**config.mk**
```make
export PLATFORM = sky130hd
export DESIGN_NAME = idct_scaling_pipe
export DESIGN_NICKNAME = d
export VERILOG_FILES = /design/src/rtl/idct_pkg.sv /design/src/rtl/idct_round_sat.sv /design/src/rtl/idct_scaling_pipe.sv
export SDC_FILE = /design/constraint.sdc
export NUM_CORES = 1
export LEC_CHECK = 0
export CAP_MARGIN = 20
export CORE_MARGIN = 5
export CORE_UTILIZATION = 35
export DETAILED_ROUTE_END_ITERATION = 16
export DONT_BUFFER_PORTS = 1
export GPL_TIMING_DRIVEN = 0
export PLACE_DENSITY = 0.53
export SYNTH_ARGS = -nofsm -noshare
export SYNTH_HDL_FRONTEND = slang
export SYNTH_SLANG_ARGS = --single-unit
```
**constraint.sdc**
```tcl
create_clock -name clk -period 7.4 [get_ports clk]
set_clock_uncertainty 0.1 [all_clocks]
set_input_delay 0.74 -clock clk [delete_from_list [all_inputs] [get_ports clk]]
set_output_delay 0.74 -clock clk [all_outputs]
set_load 0.05 [all_outputs]
```
**src/rtl/idct_pkg.sv**
```systemverilog
// Shared constants for the IDCT post-IFFT scaling stage.
// Holds the rounding-mode encodings and the source_error bit positions.
// No logic.
package idct_pkg;

   // Rounding modes; code 3 is handled as half-up.
   localparam logic [1:0] RND_TRUNC  = 2'd0;
   localparam logic [1:0] RND_HALFUP = 2'd1;
   localparam logic [1:0] RND_CONV   = 2'd2;

   // source_error bit positions
   localparam int ERR_SOP_OPEN = 0;   // sop arrived while a frame was open
   localparam int ERR_ORPHAN   = 1;   // sample arrived outside any frame

endpackage

```
**src/rtl/idct_round_sat.sv**
```systemverilog
// Purpose: round + arithmetic right shift (stage-1 side) and clamp to W_OUT (stage-2 side) for one component.
// Latency: purely combinational; the caller places its pipeline register between shifted and sh_q.
// Backpressure: none here, the caller owns the handshake.
// Ports: din/shift/rnd -> shifted (W_IN+1 bits); sh_q (registered shifted) -> dout, sat.
module idct_round_sat
   import idct_pkg::*;
#(
   parameter int W_IN    = 28,
   parameter int W_OUT   = 16,
   parameter int W_SHIFT = 5
) (
   input  logic [W_IN-1:0]    din,
   input  logic [W_SHIFT-1:0] shift,
   input  logic [1:0]         rnd,
   output logic [W_IN:0]      shifted,
   input  logic [W_IN:0]      sh_q,
   output logic [W_OUT-1:0]   dout,
   output logic               sat
);

   localparam int WX = W_IN + 1;

   logic [WX-1:0]      half;
   logic [WX-1:0]      ofs;
   logic [WX-1:0]      sum;
   logic [WX-W_OUT:0]  hi;

   // One extra bit of headroom: |din| + 2^(shift-1) cannot overflow W_IN+1 bits
   // because shift is clamped to W_IN-1 upstream.
   always_comb begin
      half = WX'(1) << (shift - W_SHIFT'(1));
      ofs  = '0;
      if (shift != '0) begin
         case (rnd)
            RND_TRUNC:  ofs = '0;
            RND_CONV:   ofs = half - WX'(1) + WX'(din[shift]);  // ties go to the even quotient
            RND_HALFUP: ofs = half;
            default:    ofs = half;
         endcase
      end
      sum     = {din[W_IN-1], din} + ofs;
      shifted = $signed(sum) >>> shift;
   end

   // The value fits W_OUT when all bits from the W_OUT sign bit upward agree.
   assign hi = sh_q[W_IN:W_OUT-1];

   always_comb begin
      dout = sh_q[W_OUT-1:0];
      sat  = 1'b0;
      if (!((&hi) || (~|hi))) begin
         sat  = 1'b1;
         dout = sh_q[W_IN] ? {1'b1, {(W_OUT-1){1'b0}}} : {1'b0, {(W_OUT-1){1'b1}}};
      end
   end

endmodule

```
**src/rtl/idct_scaling_pipe.sv**
```systemverilog
// Purpose: per-frame runtime right shift with rounding and saturation of complex IFFT samples, plus framing checks and saturation stats.
// Latency: 2 cycles sink transfer -> source_valid, 1 sample/cycle throughput.
// Backpressure: elastic 2-stage valid/ready; sink_ready = !s1_valid | s1 advance, combinational from source_ready only.
// Ports: sink_* in (sop/eop/valid/ready, real/imag), cfg_shift/cfg_round/fftpts_in sampled at sop;
//        source_* out aligned with data, sat_flag per sample, frame_sat_cnt/frame_sat_valid per frame.
module idct_scaling_pipe
   import idct_pkg::*;
#(
   parameter int W_IN    = 28,
   parameter int W_OUT   = 16,
   parameter int W_SHIFT = 5,
   parameter int W_CNT   = 16
) (
   input  logic               clk,
   input  logic               rst_n,
   input  logic               sink_valid,
   output logic               sink_ready,
   input  logic               sink_sop,
   input  logic               sink_eop,
   input  logic [W_IN-1:0]    sink_real,
   input  logic [W_IN-1:0]    sink_imag,
   input  logic [11:0]        fftpts_in,
   input  logic [W_SHIFT-1:0] cfg_shift,
   input  logic [1:0]         cfg_round,
   output logic               source_valid,
   input  logic               source_ready,
   output logic               source_sop,
   output logic               source_eop,
   output logic [W_OUT-1:0]   source_real,
   output logic [W_OUT-1:0]   source_imag,
   output logic [1:0]         source_error,
   output logic [11:0]        fftpts_out,
   output logic               sat_flag,
   output logic [W_CNT-1:0]   frame_sat_cnt,
   output logic               frame_sat_valid
);

   localparam logic [W_SHIFT-1:0] SHIFT_MAX = W_SHIFT'(W_IN - 1);

   logic               run;        // low in reset and for the first cycle after, keeps sink_ready 0
   logic               s1_valid;
   logic               s2_adv;
   logic               in_xfer;
   logic               out_xfer;

   logic               open_q;
   logic [W_SHIFT-1:0] shift_q;
   logic [1:0]         rnd_q;
   logic [11:0]        fft_q;

   logic [W_SHIFT-1:0] cur_shift;
   logic [1:0]         cur_rnd;
   logic [11:0]        cur_fft;
   logic [1:0]         cur_err;

   logic [W_IN:0]      real_sh, imag_sh;
   logic [W_IN:0]      s1_real, s1_imag;
   logic               s1_sop, s1_eop;
   logic [1:0]         s1_err;
   logic [11:0]        s1_fft;

   logic [W_OUT-1:0]   real_o, imag_o;
   logic               real_sat, imag_sat;

   logic [W_CNT-1:0]   cnt, cnt_base, cnt_inc;

   assign s2_adv     = !source_valid || source_ready;
   assign sink_ready = run && (!s1_valid || s2_adv);
   assign in_xfer    = sink_valid && sink_ready;
   assign out_xfer   = source_valid && source_ready;

   // sop takes fresh settings; every other sample reuses the latched ones.
   always_comb begin
      cur_shift = shift_q;
      cur_rnd   = rnd_q;
      cur_fft   = fft_q;
      cur_err   = '0;
      if (sink_sop) begin
         cur_shift             = (cfg_shift > SHIFT_MAX) ? SHIFT_MAX : cfg_shift;
         cur_rnd               = cfg_round;
         cur_fft               = fftpts_in;
         cur_err[ERR_SOP_OPEN] = open_q;
      end else begin
         cur_err[ERR_ORPHAN]   = !open_q;
      end
   end

   always_ff @(posedge clk or negedge rst_n) begin
      if (!rst_n) begin
         run <= 1'b0;
      end else begin
         run <= 1'b1;
      end
   end

   // An orphan eop leaves the frame closed; sop (re)opens unless it is also eop.
   always_ff @(posedge clk or negedge rst_n) begin
      if (!rst_n) begin
         open_q  <= 1'b0;
         shift_q <= '0;
         rnd_q   <= '0;
         fft_q   <= '0;
      end else if (in_xfer) begin
         shift_q <= cur_shift;
         rnd_q   <= cur_rnd;
         fft_q   <= cur_fft;
         if (sink_sop || open_q) begin
            open_q <= !sink_eop;
         end
      end
   end

   idct_round_sat #(.W_IN(W_IN), .W_OUT(W_OUT), .W_SHIFT(W_SHIFT)) u_real (
      .din(sink_real), .shift(cur_shift), .rnd(cur_rnd), .shifted(real_sh),
      .sh_q(s1_real), .dout(real_o), .sat(real_sat)
   );

   idct_round_sat #(.W_IN(W_IN), .W_OUT(W_OUT), .W_SHIFT(W_SHIFT)) u_imag (
      .din(sink_imag), .shift(cur_shift), .rnd(cur_rnd), .shifted(imag_sh),
      .sh_q(s1_imag), .dout(imag_o), .sat(imag_sat)
   );

   // Stage 1: rounded and shifted value
   always_ff @(posedge clk or negedge rst_n) begin
      if (!rst_n) begin
         s1_valid <= 1'b0;
         s1_real  <= '0;
         s1_imag  <= '0;
         s1_sop   <= 1'b0;
         s1_eop   <= 1'b0;
         s1_err   <= '0;
         s1_fft   <= '0;
      end else begin
         if (sink_ready) begin
            s1_valid <= sink_valid;
         end
         if (in_xfer) begin
            s1_real <= real_sh;
            s1_imag <= imag_sh;
            s1_sop  <= sink_sop;
            s1_eop  <= sink_eop;
            s1_err  <= cur_err;
            s1_fft  <= cur_fft;
         end
      end
   end

   // Stage 2: saturated output register, frozen while stalled
   always_ff @(posedge clk or negedge rst_n) begin
      if (!rst_n) begin
         source_valid <= 1'b0;
         source_real  <= '0;
         source_imag  <= '0;
         source_sop   <= 1'b0;
         source_eop   <= 1'b0;
         source_error <= '0;
         fftpts_out   <= '0;
         sat_flag     <= 1'b0;
      end else if (s2_adv) begin
         source_valid <= s1_valid;
         if (s1_valid) begin
            source_real  <= real_o;
            source_imag  <= imag_o;
            source_sop   <= s1_sop;
            source_eop   <= s1_eop;
            source_error <= s1_err;
            fftpts_out   <= s1_fft;
            sat_flag     <= real_sat || imag_sat;
         end
      end
   end

   // Output sop discards any earlier partial count; the counter sticks at all-ones.
   always_comb begin
      cnt_base = source_sop ? '0 : cnt;
      cnt_inc  = cnt_base;
      if (sat_flag && !(&cnt_base)) begin
         cnt_inc = cnt_base + W_CNT'(1);
      end
   end

   always_ff @(posedge clk or negedge rst_n) begin
      if (!rst_n) begin
         cnt             <= '0;
         frame_sat_cnt   <= '0;
         frame_sat_valid <= 1'b0;
      end else begin
         frame_sat_valid <= 1'b0;
         if (out_xfer) begin
            if (source_eop) begin
               frame_sat_cnt   <= cnt_inc;
               frame_sat_valid <= 1'b1;
               cnt             <= '0;
            end else begin
               cnt <= cnt_inc;
            end
         end
      end
   end

endmodule

```
==> impl_metrics.tcl, run 1 <==
set metrics [dict create \
    die_y_um 226.4 \
    grt_pass1_wl_um 116900 \
    io-pin-count 149 \
    finalCritPeriodShare_pct 99.38 \
    reg2reg_slack_ns 0.06 \
    syn-instance-count 2232 \
    ys_ff_latch 167 \
    finalSetupTns_ns 0 \
    cp.required_ns 7.68 \
    crit_arrival_ns 7.64 \
    critical_path_class "input pin to flip-flop" \
    worstSkewPairLatency_ns 0.46 \
    final.setup.worst_slack_ns 0.04558 \
    start_kind "input pin" \
    fin_crit_ns 7.354 \
    synthesis.area_um2 16390 \
    vias_per_cell 6.352 \
    mostFrequentLayoutCell "nand2_1" \
    crit_path_frequent_cell "buf_4" \
    regArea_um2 4182 \
    fmax_mhz 136.0 \
    ir_worst_vdd_v 0.0002773 \
    power_density_nw_per_um2 352.3 \
    drive_above_1_share_pct 17.83 \
    numCtsBuffers 17 \
    hold_path.class "input pin to asynchronous set/reset pin" \
    dieWidth_um 226.4 \
    overflow 0 \
    synth_edf_count 0 \
    synthMuxAreaShare_pct 4.846 \
    htreeDepth 4 \
    outcome "finished clean" \
    critPathMaxFanout 10 \
    hold_viol 0 \
    routed_wl_um 80200 \
    cts-root-buf "clkbuf_16" \
    slew_headroom_pct 30.16 \
    cts_max_path_buffers 2 \
    drc_errors 0 \
    ys_types 103 \
    worstSetupStartpoint "sink_sop" \
    p_leak_nw 8.110 \
    switching_share_pct 54.84 \
    synthXorXnorAreaFrac_pct 5.594 \
    slowest_delay_ns 0.54 \
    clockPowerShare_pct 13.1 \
    grt_max_degree 168 \
    synth-simple-area-share_pct 23.49 \
    num_rows 79 \
    ant_nets 0 \
    async_flop_share_pct 100.0 \
    seq_area_frac_synth_pct 25.49 \
    dieArea_um2 51270 \
    fillers 4892 \
    cts_sinks 167 \
    final_nets 2465 \
    cap_violations 0 \
    reg2reg_depth 31 \
    dp_hpwl_um 62730 \
    syn_avg_cell_area_um2 7.345 \
    whs_ns 0.2176 \
    wl_per_cell_um 27.28 \
    worstSetupEndpointType "flip-flop" \
    multi_input_area_um2 12400 \
    comb_power_share_pct 60.1 \
    crit-reg2reg-capture "s1_imag[5]" \
    design_area_um2 19860 \
    drtIter0Drc 2153 \
    vias 18680 \
    synth_compound_gate_area_share_pct 31.08 \
    finalWeightedCongestion 1.028 \
    placed_area_um2 17190 \
    final_cell_mix "nand2_1 (324), a21oi_1 (235), nor2_1 (213), dfrtp_1 (165), o21ai_0 (156)" \
    syn-num-nets 2377 \
    num_antenna_cells 0 \
    area_growth_pct 21.15 \
    track_usage_pct 30.04 \
    synth_top_family_by_area "compound AO/OA/AOI/OAI gates" \
    synthAdderAreaFrac_pct 4.976 \
    cp-endpoint "s1_imag[5]" \
    power_switching_w 0.003837 \
    p_int_w 0.003160 \
    cp_slowest_cell "a2111oi_0" \
    core_um2 46460 \
    ys_warn_count 0 \
    cts_tree "done" \
    grt_pass1_vias 17590 \
    first_pass_iters 6 \
    worst_pin_slew_ns 1.041 \
    cts.clk_slew.worst_paths_ns 0.09 \
    dp_slack_ns -3.198 \
    start_util_pct 35.29 \
    finalMaxSlewViolations 0 \
    r2r_start "shift_q[1]" \
    numPortBuffers 0 \
    antenna_found_initial 0 \
    setup_viol 0 \
    ys.flop_type "dfrtp_1" \
    seqPwrFrac_pct 26.8 \
]
-- power groups by stage --
| stage | Clock [W] | Combinational, W | Sequential [W] |
|---|---|---|---|
| 2_1_floorplan | 0 | 0.00240 | 0.00180 |
| 3_3_place_gp | 0 | 0.00350 | 0.00189 |
| 3_5_place_dp | 0 | 0.00352 | 0.00190 |
| 4_1_cts | 0.000933 | 0.00387 | 0.00188 |
| 5_1_grt | 0.000971 | 0.00446 | 0.00192 |
| 6_report | 0.000914 | 0.00421 | 0.00188 |
-- per-layer routing --
metal	global-route usage (%)	share of wire, %	vias up
met3	6.111	9.1	239
met1	39.36	41	9037
met5	0	0	-
met2	48.12	44	1005
met4	13.22	5.7	0
li1	-	-	8395
-- cells in the mapped netlist, drive strengths merged (8+ instances only) --
library cell / instances / area (µm²)
a211oi: 42 / 320.3
xnor2: 63 / 551.8
nor4: 13 / 108.9
a221oi: 12 / 111.4
a31oi: 29 / 187.7
a311oi: 11 / 96.34
nor3: 41 / 221.5
o31ai: 10 / 75.07
nand2b: 10 / 62.56
a211o: 16 / 140.1
clkbuf: 114 / 430.4
or2: 13 / 81.33
nor2: 231 / 869.6
a21o: 41 / 307.8
nor2b: 13 / 81.33
mux2i: 34 / 344.1
o22a: 9 / 78.83
nand2: 331 / 1247
nand4: 24 / 156.4
o21bai: 8 / 60.06
buf: 47 / 224.0
o21a: 17 / 127.6
o221ai: 12 / 105.1
mux2: 40 / 450.4
and2: 22 / 137.6
and3: 25 / 156.4
a22oi: 16 / 125.1
dfrtp: 167 / 4179
inv: 22 / 82.58
o22ai: 26 / 162.7
o211ai: 19 / 142.6
ha: 62 / 775.7
o21ai: 180 / 908.4
or3: 19 / 118.9
xor2: 38 / 340.3
a21oi: 258 / 1299
nand3: 79 / 395.4
-- state kept, by name, summed over array words and instances (netlist names), 2 cells and up --
name,flops
source_real,16
s1_real,29
shift_q,5
fftpts_out,12
source_error,2
rnd_q,2
cnt,16
s1_err,2
source_imag,16
s1_imag,29
s1_fft,12
frame_sat_cnt,16
-- area by class of cell --
cell class | count | area share (%)
well taps | 607 | 3.824
flip-flops and latches | 167 | 21.05
plain buffers | 149 | 5.714
inverters | 22 | 0.4158
clock buffers | 17 | 2.142
repair buffers | 81 | 3.421
multi-input cells | 1882 | 62.45
clock inverters | 15 | 0.9764
-- what timing repair did --
item | CTS | global route
endpoints found under the hold margin | 167 | 0
hold buffers | 1 | 0
buffers inserted | 23 | 51
pin swaps | 27 | 40
endpoints found under the setup margin | 58 | 56
resized for setup | 256 | 138
cloned | 1 | 3
-- critical path: cells and delay by family --
family / cells / cell delay (ns)
multiplexers: 1 / 0.24
adder cells (fa/ha/maj): 2 / 0.66
XOR/XNOR: 1 / 0.20
AND/OR/NAND/NOR: 11 / 1.89
buffers and inverters: 7 / 1.24
AO/OA/AOI/OAI: 10 / 2.65
-- through the flow --
step           cells  utilization, %  total power, W
2_1_floorplan   2232               -        0.004197
3_3_place_gp    2839           36.98        0.005391
3_5_place_dp    2841           37.01        0.005421
4_1_cts         2893           40.93        0.006685
5_1_grt         2940           42.75        0.007341
6_report        2940           42.75        0.006997
-- kinds of logic after synthesis --
family / after synthesis
and+or+nand+nor: 845
AOI/OAI and AO/OA: 796
muxes: 74
buffers and inverters: 183
other: 1
DFF: 167
xor gates and xnor gates: 102
adders and majority gates: 64
-- how the worst min path moves through the flow --
| stage | start | endpoint | slack, ns |
|---|---|---|---|
| finish | rst_n | cnt[4] | 0.22 |
| global route | sink_eop | open_q | 0.27 |
| CTS | rst_n | fftpts_out[1] | 0.26 |
| detailed placement | rst_n | fftpts_out[1] | 0.35 |
| global placement | rst_n | fftpts_out[1] | 0.35 |
| floorplan | s1_err[0] | s1_err[0] | 0.33 |
No activity file was read; power rests on OpenSTA's default activity.
==> inputs of run 2 (changes only) <==
--- a/config.mk
+++ b/config.mk
@@ -14,4 +14,5 @@
 export PLACE_DENSITY = 0.53
 export SYNTH_ARGS = -nofsm -noshare
 export SYNTH_HDL_FRONTEND = slang
+export SYNTH_HIERARCHICAL = 1
 export SYNTH_SLANG_ARGS = --single-unit
==> impl_metrics.tcl, run 2 <==
set metrics [dict create \
    outcome "finished clean" \
    async_flop_share_pct 100.0 \
    die_y_um 230.8 \
    path_buf_inv 7 \
    critical_path_class "input pin to flip-flop" \
    overflow 0 \
    ir_worst_vdd_v 0.0001540 \
    seq_area_frac_synth_pct 24.48 \
    synth-simple-area-share_pct 23.72 \
    use_met3_pct 5.916 \
    top_regs "s1_imag x29, s1_real x29" \
    yosysMostFrequentCell "nand2_1" \
    num_rows 81 \
    dieWidth_um 230.8 \
    worst_pin_slew_ns 1.052 \
    drc_errors 0 \
    ys_top_cells_by_area "dfrtp_1 (24%), nand2_1 (10%), mux2_2 (5.9%), ha_1 (4.5%), nor2_1 (4.3%)" \
    vias 17730 \
    setup_viol 0 \
    numCtsBuffers 17 \
    crit_arrival_ns 7.49 \
    drive_above_1_share_pct 18.10 \
    power_density_nw_per_um2 380.2 \
    first_pass_iters 7 \
    grt_pass1_vias 16750 \
    vias_per_cell 6.177 \
    final_nets 2381 \
    synthMuxAreaShare_pct 12.54 \
    yosys.area.top_type_share_pct 24.48 \
    yosysTopAreaCell "dfrtp_1" \
    cts.clk_slew.worst_paths_ns 0.06 \
    numPortBuffers 0 \
    hold_path.class "input pin to asynchronous set/reset pin" \
    start_kind "input pin" \
    synth_commonest_cells "nand2_1 (459), nor2_1 (195), dfrtp_1 (167)" \
    crit_path_frequent_cell "nor2_1" \
    htreeDepth 4 \
    synth_edf_count 0 \
    worstSkewPairLatency_ns 0.43 \
    fmax_mhz 137.5 \
    cts_max_path_buffers 2 \
    cts_sinks 167 \
    fin_crit_ns 7.273 \
    ys_ff_latch 167 \
    routed_wl_um 68680 \
    critPathMaxFanout 10 \
    mostFrequentLayoutCell "nand2_1" \
    start_util_pct 35.16 \
    ys_warn_count 6 \
    grt_max_degree 168 \
    antenna_found_initial 2 \
    ys.flop_type "dfrtp_1" \
    grt_pass1_wl_um 104700 \
    power_w 0.007361 \
    finalWeightedCongestion 1.032 \
    synthAdderAreaFrac_pct 4.706 \
    dp_slack_ns -2.694 \
    cts_tree "done" \
    use_met2_pct 38.06 \
    cts-root-buf "clkbuf_16" \
    core_um2 48550 \
    cp_top_family "simple AND/OR/NAND/NOR gates" \
    cp.required_ns 7.62 \
    grt-busiest-layer "met2" \
    syn-num-nets 2335 \
    hold_viol 0 \
    finalCritPeriodShare_pct 98.29 \
    ant_nets 0 \
    whs_ns 0.1494 \
    syn-instance-count 2191 \
    final.setup.worst_slack_ns 0.1268 \
    drtIter0Drc 2036 \
    syn_avg_cell_area_um2 7.791 \
    track_usage_pct 24.71 \
    synth_top_family_by_area "compound AO/OA/AOI/OAI gates" \
    wl_per_cell_um 23.92 \
    cap_violations 0 \
    final_cell_mix "nand2_1 (457), nor2_1 (189), dfrtp_1 (167), a21oi_1 (124), o21ai_0 (117)" \
    slowest_delay_ns 0.45 \
    use_met1_pct 34.99 \
    dieArea_um2 53290 \
    p_leak_nw 7.932 \
    finalMaxSlewViolations 0 \
    synthXorXnorAreaFrac_pct 3.372 \
    dp_hpwl_um 53430 \
    synthesis.area_um2 17070 \
    worstSetupEndpointType "flip-flop" \
    synth_compound_gate_area_share_pct 25.64 \
    slew_headroom_pct 29.36 \
    cp_slowest_cell "ha_2" \
    area_growth_pct 13.41 \
    io-pin-count 149 \
    final_util_pct 39.88 \
    ys_types 118 \
]
[run 2: cell types whose count changed in the layout (fill, tap and decap cells not counted), moves of 25 or more]
cell and change:
nand2_1 +133, a21oi_1 -111, mux2_2 +48, o21ai_0 -39, buf_4 -34, mux4_2 +25
[run 2: what timing repair did]
| item | CTS | global route |
|---|---|---|
| hold endpoints to repair | 167 | 0 |
| setup buffers | 13 | 16 |
| endpoints found under the setup margin | 58 | 55 |
| resized for setup | 88 | 92 |
| cloned | 0 | 0 |
| pin swaps | 7 | 21 |
| hold buffers | 1 | 0 |
[run 2: cell type report]
cell class	count	area (µm²)
fillers	5094	29190
multi-input cells	1831	12520
flip-flops and latches	167	4179
plain buffers	155	922.1
well taps	622	778.2
clock buffers	23	478.0
repair buffers	31	252.7
inverters	34	133.9
clock inverters	7	93.84
diodes	1	2.502
[run 2: routing by layer]
metal  vias to the layer above  routed length, µm
li1                       8104                  -
met1                      8485              29740
met2                       995              29630
met3                       145               7328
met4                         4               1960
met5                         -                 27
[run 2: path summary, 6_finish.rpt]
| path | slack [ns] | cells past startpoint | endpoint | from |
|---|---|---|---|---|
| worst min-delay path | 0.15 | 1 | fftpts_out[9] | rst_n |
| worst min register to register | 0.37 | 2 | s1_err[0] | s1_err[0] |
| max in group asynchronous | 6.29 | 1 | source_real[8] | rst_n |
| min in group clk | 0.34 | 2 | s1_eop | sink_eop |
| worst max register to register | 0.27 | 28 | s1_imag[12] | shift_q[2] |
| worst max-delay path | 0.13 | 33 | s1_imag[12] | sink_sop |
[run 2: logic make-up (layout without fill, tap and decap cells)]
kind of cell,count (synthesis),after routing
AOI/OAI and AO/OA,622,622
xor gates and xnor gates,64,64
adders and majority gates,63,63
buffers and inverters,193,250
DFF,167,167
muxes,168,168
other,1,2
and+or+nand+nor,913,913
[run 2: power by group]
part           internal, W  total, W  switching (W)
logic              0.00166   0.00451        0.00285
registers          0.00122   0.00198       0.000761
clock network     0.000520  0.000870       0.000350
[run 2: metrics by stage]
step / instance area [µm²] / setup TNS, ns / std cells
global placement: 17850 / -132.74 / 2813
floorplan: 17070 / 0 / 2191
detailed placement: 17860 / -128.93 / 2814
global route: 19360 / -0.1872 / 2870
finish: 19360 / 0 / 2871
CTS: 18920 / 0 / 2855
